<file path="config.mk">
export PLATFORM = sky130hd
export DESIGN_NAME = attn_out_collect
export DESIGN_NICKNAME = d
export VERILOG_FILES = /design/src/rtl/attn_pkg.sv /design/src/rtl/attn_out_fifo.sv /design/src/rtl/attn_out_collect.sv
export SDC_FILE = /design/constraint.sdc
export NUM_CORES = 1
export LEC_CHECK = 0
export CORE_MARGIN = 2
export CORE_UTILIZATION = 45
export CTS_BUF_LIST = sky130_fd_sc_hd__clkbuf_8
export DETAILED_ROUTE_END_ITERATION = 10
export PLACE_DENSITY_LB_ADDON = 0.05
export SETUP_SLACK_MARGIN = 0.02
export SLEW_MARGIN = 15
export SYNTH_ARGS = -nofsm -noshare
export SYNTH_HDL_FRONTEND = slang
export SYNTH_SLANG_ARGS = --single-unit
</file>
<file path="constraint.sdc">
create_clock -name clk -period 14.2 [get_ports clk]
set_input_delay 3.55 -clock clk [delete_from_list [all_inputs] [get_ports clk]]
set_output_delay 3.55 -clock clk [all_outputs]
set_load 0.05 [all_outputs]
</file>
<file path="src/rtl/attn_pkg.sv">
// rtl/attn_pkg.sv - shared geometry, FSM encoding and drain beat layout for the attention output collector
package attn_pkg;
  localparam int ROWS    = 4;
  localparam int GROUPS  = 32;
  localparam int WORD_W  = 128;
  localparam int OADDR_W = 7;

  typedef enum logic [2:0] {IDLE, COLLECT, DRAIN, FLUSH, DONE} collect_state_t;

  typedef struct packed {
    logic [WORD_W-1:0] data;
    logic [1:0]        row;
    logic [4:0]        group;
    logic              last;
  } drain_beat_t;

  function automatic logic [OADDR_W-1:0] oaddr(input logic [1:0] row, input logic [4:0] group);
    return {row, group};
  endfunction
endpackage

</file>
<file path="src/rtl/attn_out_fifo.sv">
// rtl/attn_out_fifo.sv - synchronous skid FIFO holding returned drain beats
module attn_out_fifo #(
  parameter int WIDTH = 8,
  parameter int DEPTH = 4
) (
  input  logic                       clk,
  input  logic                       rst_n,
  input  logic                       push,
  input  logic [WIDTH-1:0]           din,
  input  logic                       pop,
  output logic [WIDTH-1:0]           dout,
  output logic                       full,
  output logic                       empty,
  output logic [$clog2(DEPTH+1)-1:0] count
);
  localparam int PW    = (DEPTH > 1) ? $clog2(DEPTH) : 1;
  localparam int CNT_W = $clog2(DEPTH + 1);

  logic [WIDTH-1:0] mem [DEPTH];
  logic [PW-1:0]    wr_ptr;
  logic [PW-1:0]    rd_ptr;
  logic             do_push;
  logic             do_pop;

  assign empty   = (count == '0);
  assign full    = (count == CNT_W'(DEPTH));
  assign do_push = push & ~full;
  assign do_pop  = pop & ~empty;
  assign dout    = mem[rd_ptr];

  always_ff @(posedge clk or negedge rst_n) begin
    if (!rst_n) begin
      wr_ptr <= '0;
      rd_ptr <= '0;
      count  <= '0;
    end else begin
      if (do_push) wr_ptr <= (wr_ptr == PW'(DEPTH - 1)) ? '0 : wr_ptr + 1'b1;
      if (do_pop)  rd_ptr <= (rd_ptr == PW'(DEPTH - 1)) ? '0 : rd_ptr + 1'b1;
      case ({do_push, do_pop})
        2'b10:   count <= count + 1'b1;
        2'b01:   count <= count - 1'b1;
        default: count <= count;
      endcase
    end
  end

  always_ff @(posedge clk) begin
    if (do_push) mem[wr_ptr] <= din;
  end
endmodule

</file>
<file path="src/rtl/attn_out_collect.sv">
// rtl/attn_out_collect.sv - scoreboarded capture of attention output into SRAM, then row-major credit-based drain
module attn_out_collect
  import attn_pkg::*;
#(
  parameter int READ_LAT   = 2,
  parameter int FIFO_DEPTH = READ_LAT + 1
) (
  input  logic               clk,
  input  logic               rst_n,
  input  logic               start,
  input  logic               in_valid,
  input  logic [1:0]         in_row,
  input  logic [4:0]         in_group,
  input  logic [WORD_W-1:0]  in_data,
  output logic [OADDR_W-1:0] O_mem_addr,
  output logic               O_mem_wen,
  output logic               O_mem_ren,
  output logic [WORD_W-1:0]  O_mem_din,
  input  logic [WORD_W-1:0]  O_mem_out,
  output logic               m_valid,
  input  logic               m_ready,
  output logic [WORD_W-1:0]  m_data,
  output logic [1:0]         m_row,
  output logic [4:0]         m_group,
  output logic               m_last,
  output logic               busy,
  output logic               done,
  output logic               err_dup,
  output logic               err_drop
);
  localparam int CNT_W = $clog2(FIFO_DEPTH + 1);

  collect_state_t             state;
  logic                       start_q;
  logic [ROWS*GROUPS-1:0]     sb;
  logic [7:0]                 uniq_cnt;
  logic [OADDR_W-1:0]         rd_ptr;
  logic [READ_LAT-1:0]        pipe_vld;
  logic [OADDR_W-1:0]         pipe_tag [READ_LAT];
  logic [OADDR_W-1:0]         wr_addr;
  logic [OADDR_W-1:0]         ret_tag;
  drain_beat_t                push_beat;
  drain_beat_t                head_beat;
  logic                       push;
  logic                       pop;
  logic                       fifo_full;
  logic                       fifo_empty;
  logic [CNT_W-1:0]           fifo_count;
  logic [7:0]                 occupancy;
  logic                       issue;

  assign wr_addr = oaddr(in_row, in_group);
  assign ret_tag = pipe_tag[READ_LAT-1];
  assign push    = pipe_vld[READ_LAT-1];
  assign push_beat = '{data: O_mem_out, row: ret_tag[6:5], group: ret_tag[4:0], last: &ret_tag};

  assign m_valid = ~fifo_empty;
  assign pop     = m_valid & m_ready;
  assign m_data  = m_valid ? head_beat.data  : '0;
  assign m_row   = m_valid ? head_beat.row   : '0;
  assign m_group = m_valid ? head_beat.group : '0;
  assign m_last  = m_valid & head_beat.last;
  assign busy    = (state != IDLE);

  // Entries already queued plus reads still in the SRAM pipe; a pop this cycle frees a slot.
  assign occupancy = 8'(fifo_count) + 8'($countones(pipe_vld));
  assign issue     = (state == DRAIN) && (occupancy < 8'(FIFO_DEPTH) + 8'(pop));

  always_ff @(posedge clk or negedge rst_n) begin
    if (!rst_n) begin
      state      <= IDLE;
      start_q    <= 1'b0;
      sb         <= '0;
      uniq_cnt   <= '0;
      rd_ptr     <= '0;
      err_dup    <= 1'b0;
      err_drop   <= 1'b0;
      done       <= 1'b0;
      O_mem_addr <= '0;
      O_mem_wen  <= 1'b0;
      O_mem_ren  <= 1'b0;
      O_mem_din  <= '0;
    end else begin
      start_q   <= start;
      done      <= 1'b0;
      O_mem_wen <= 1'b0;
      O_mem_ren <= 1'b0;
      if (in_valid && state != COLLECT) err_drop <= 1'b1;
      case (state)
        IDLE: begin
          if (start && !start_q) begin
            sb       <= '0;
            uniq_cnt <= '0;
            rd_ptr   <= '0;
            err_dup  <= 1'b0;
            err_drop <= 1'b0;
            state    <= COLLECT;
          end
        end
        COLLECT: begin
          if (in_valid) begin
            O_mem_wen  <= 1'b1;
            O_mem_addr <= wr_addr;
            O_mem_din  <= in_data;
            if (sb[wr_addr]) begin
              err_dup <= 1'b1;
            end else begin
              sb[wr_addr] <= 1'b1;
              uniq_cnt    <= uniq_cnt + 8'd1;
              if (uniq_cnt == 8'd127) state <= DRAIN;
            end
          end
        end
        DRAIN: begin
          if (issue) begin
            O_mem_ren  <= 1'b1;
            O_mem_addr <= rd_ptr;
            rd_ptr     <= rd_ptr + 1'b1;
            if (&rd_ptr) state <= FLUSH;
          end
        end
        FLUSH: begin
          if (pop && head_beat.last) begin
            state <= DONE;
            done  <= 1'b1;
          end
        end
        DONE:    state <= IDLE;
        default: state <= IDLE;
      endcase
    end
  end

  always_ff @(posedge clk or negedge rst_n) begin
    if (!rst_n) begin
      pipe_vld <= '0;
      for (int i = 0; i < READ_LAT; i++) pipe_tag[i] <= '0;
    end else begin
      pipe_vld[0] <= issue;
      pipe_tag[0] <= rd_ptr;
      for (int i = 1; i < READ_LAT; i++) begin
        pipe_vld[i] <= pipe_vld[i-1];
        pipe_tag[i] <= pipe_tag[i-1];
      end
    end
  end

  attn_out_fifo #(.WIDTH($bits(drain_beat_t)), .DEPTH(FIFO_DEPTH)) u_fifo (
    .clk   (clk),
    .rst_n (rst_n),
    .push  (push),
    .din   (push_beat),
    .pop   (pop),
    .dout  (head_beat),
    .full  (fifo_full),
    .empty (fifo_empty),
    .count (fifo_count)
  );

  // Credit accounting guarantees a returning read always finds a free slot.
  assert property (@(posedge clk) disable iff (!rst_n) !(push && fifo_full && !pop));
endmodule
</file>
==> reports/summary.txt <==
Storage element area = 19990 sq um
Final nets = 3177
Post-synth top area share = 42.02%
Simple-gate share of the synthesized area = 12.56%
Synthesized cell area = 29160 sq um
DRC Markers = 0
Placed insts = 3639
Share of synthesized area spent on multiplexers = 7.183%
Final Hold Fails = 0
Final GP Congestion = 0.8713
Worst skew pair latency = 0.72 ns
Ranking of synthesized cells by area = edfxtp_1, dfrtp_1, nand2_1
Vias in the first global route = 19970
CTS HTree Levels = 3
Max cap viols = 0
Post-DP HPWL = 49880 um
Die H = 258.6 um
CP max stage delay = 1.05 ns
Rel. slew slack = 17.48%
Largest family of logic cells by synthesized area = simple AND/OR/NAND/NOR gates
Post-CTS setup buffers = 0
Via/cell ratio = 5.143
Start-to-end type of the worst setup path = reg2out
Rows = 93
CTS Root Cell = clkbuf_8
Final worst path period need = 7.566 ns
Syn avg cell area = 12.27 sq um
Worst EP required = 10.65 ns
Distinct cell type count after synthesis = 54
Fmax = 0.1322 GHz
Worst min path class = reg2reg
Total power = 6.661 mW
I/O pin total = 546
Routed via count = 19880
Cell area after layout = 37450 sq um
CTS tree = done
Detailed Route Iter0 Violations = 1323
Worst Path Max Fanout = 110
Area delta synth->final = 28.43%
Worst-margin pin slew = 1.235 ns
Largest net degree at the start of global routing = 138
GRT overflow = 0
Place WS = 5.942 ns
Syn Nets = 2652
Fillers = 5354
Routed len/inst = 20.55 um
Utilization after layout = 58.30%
Gr usage total = 23.35%
Worst VDD drop = 94.21 uV
Critical Path AT = 4.02 ns
Share of cells above drive strength 1 = 8.525%
DIE WIDTH = 258.6 um
Die Area = 66850 sq um
Core Area = 64230 sq um
Post-synthesis xor/xnor area fraction = 0.1802%
P per Cell Area = 177.9 nW/um^2
DRT Pass-1 Iters = 5
Unrepaired setup endpoints after global routing = false
Outcome = completed
Fin cells = 3866
CTS clk-pin slew, worst paths = 0.06 ns
Crit-path cells = buf_4 > a21oi_1 > nor2_1 > clkdlybuf4s50_1
Sequential share of the synthesized area = 68.53%
Synth Area in Compound Gates = 8.419%
Setup Viol. Count Final = 0
Sum of negative setup slack = 0 ns
Initial Util = 45.40%
Final period util = 53.28%
First-pass GRT wire length = 120400 um
Synth Instances = 2377
Critical Path Start Type = register
DRT antenna net count = 0
Cell Area, Placed = 35120 sq um
Synth Register Bits = 717
Final worst setup slack = 6.634 ns
Clock Sinks = 717
Slowest stage cell, crit path = dfrtp_4
Syn. warnings = 0
# port buffers = 545
Worst Setup End Kind = output port
Fin. max-slew vios = 0
Routed WL = 79460 um
Initial antenna violation count = 11
Post-Synth Adder-Cell Area = 0.3261%
Worst hold margin = 0.3235 ns
Post-CTS sizing = 0
Lkg Pwr = 15.04 nW
Area occupied by multi-input gates = 8386 sq um
Hold-fix buffers, CTS = 0
Worst Skew = 0.04438 ns
Post-synth top area cell = edfxtp_1
Clock buffer depth = 3
Cts bufs inserted = 115
## worst paths after layout
| check | startpoint | to | slack [ns] | depth (start not counted) |
|---|---|---|---|---|
| worst max-delay path | u_fifo.rd_ptr[1]$_DFFE_PN0P_ | m_data[21] | 6.63 | 4 |
| worst min-delay path | pipe_tag[11]$_DFF_PN0_ | ret_tag[4]$_DFF_PN0_ | 0.32 | 0 |
| worst max register to register | sb[42]$_DFFE_PN0P_ | sb[96]$_DFFE_PN0P_ | 10.53 | 10 |
| worst min register to register | pipe_tag[11]$_DFF_PN0_ | ret_tag[4]$_DFF_PN0_ | 0.32 | 0 |
| max in group asynchronous | rst_n | u_fifo.rd_ptr[1]$_DFFE_PN0P_ | 9.15 | 3 |
| min in group asynchronous | rst_n | sb[109]$_DFFE_PN0P_ | 2.87 | 1 |
## critical path: cells and delay by family (launching register included)
family	cells	cell delay, ns
compound gates	1	0.16
buf+inv	2	1.80
flops	1	1.05
simple gates	1	0.21
## flip-flops by register name, indices dropped and copies added, names as in the netlist, 2 cells and up
register       count
O_mem_addr         7
O_mem_din        128
pipe_tag           7
pipe_vld           2
rd_ptr             7
ret_tag            7
sb               128
state              3
u_fifo.count       2
u_fifo.mem       408
u_fifo.rd_ptr      2
u_fifo.wr_ptr      2
uniq_cnt           8
## metal layers
metal / wire length [um] / vias to the layer above / track usage [%]
met4: 2919 / 2 / 9.987
met1: 33060 / 9673 / 30.27
met2: 37630 / 653 / 37.32
met3: 5832 / 141 / 6.103
li1: - / 9415 / -
met5: 13 / - / 0
## cell type report
cell class,instances,share of cell area (%)
Tap cell,855,2.857
Inverter,9,0.09689
Timing Repair Buffer,567,15.13
Clock inverter,94,1.527
Sequential cell,717,53.38
Antenna cell,8,0.05346
Multi-Input combinational cell,1492,22.39
Clock buffer,124,4.557
## cells by family after synthesis
family / after synthesis
and+or+nand+nor: 924
AOI/OAI and AO/OA: 346
xor gates and xnor gates: 6
adders and majority gates: 7
muxes: 209
buffers and inverters: 168
DFF: 717
## cells in the mapped netlist, drive strengths merged
cell      n
a221o     1
nor2b     7
o21ai    15
clkbuf   95
or4b      1
buf      64
nand2   554
fa        1
nand3    16
mux2      2
and4      2
o22ai    32
a21o      3
inv       8
ha        6
and2      4
dfrtp   309
nand4b    3
xnor2     2
nor3b     2
nor4      5
o211ai    1
o21a      1
xor2      4
nor3      6
or2       3
mux2i   207
a21oi   154
clkinv    1
o311ai    1
nand2b    3
a211oi    2
nand4     6
or4       5
and3      3
or3       2
a21boi    3
edfxtp  408
o31ai   132
nor2    302
o22a      1
## cell usage in the layout, fill, tap and decap left out, types with 7 or more instances in the layout
cell,synthesis,routed
buf_4,6,20
inv_1,7,51
nand3_1,16,16
o22ai_1,31,31
nand2_1,553,552
clkbuf_8,0,124
dfrtp_1,309,307
o31ai_1,72,72
mux2i_1,207,207
clkdlybuf4s50_1,0,543
nor2_1,301,301
o31ai_2,60,60
edfxtp_1,408,408
o21ai_0,15,15
a21oi_1,153,153
clkinv_1,1,22
clkinv_2,0,16
nor2b_1,7,7
diode_2,0,8
## power by group
group / leakage [nW] / internal [mW] / switching [mW]
sequential: 7.57 / 2.29 / 0.116
combinational: 6.14 / 0.814 / 1.71
clock: 1.34 / 0.918 / 0.818
total: 15.0 / 4.02 / 2.64
No activity file was read; power rests on OpenSTA's default activity.
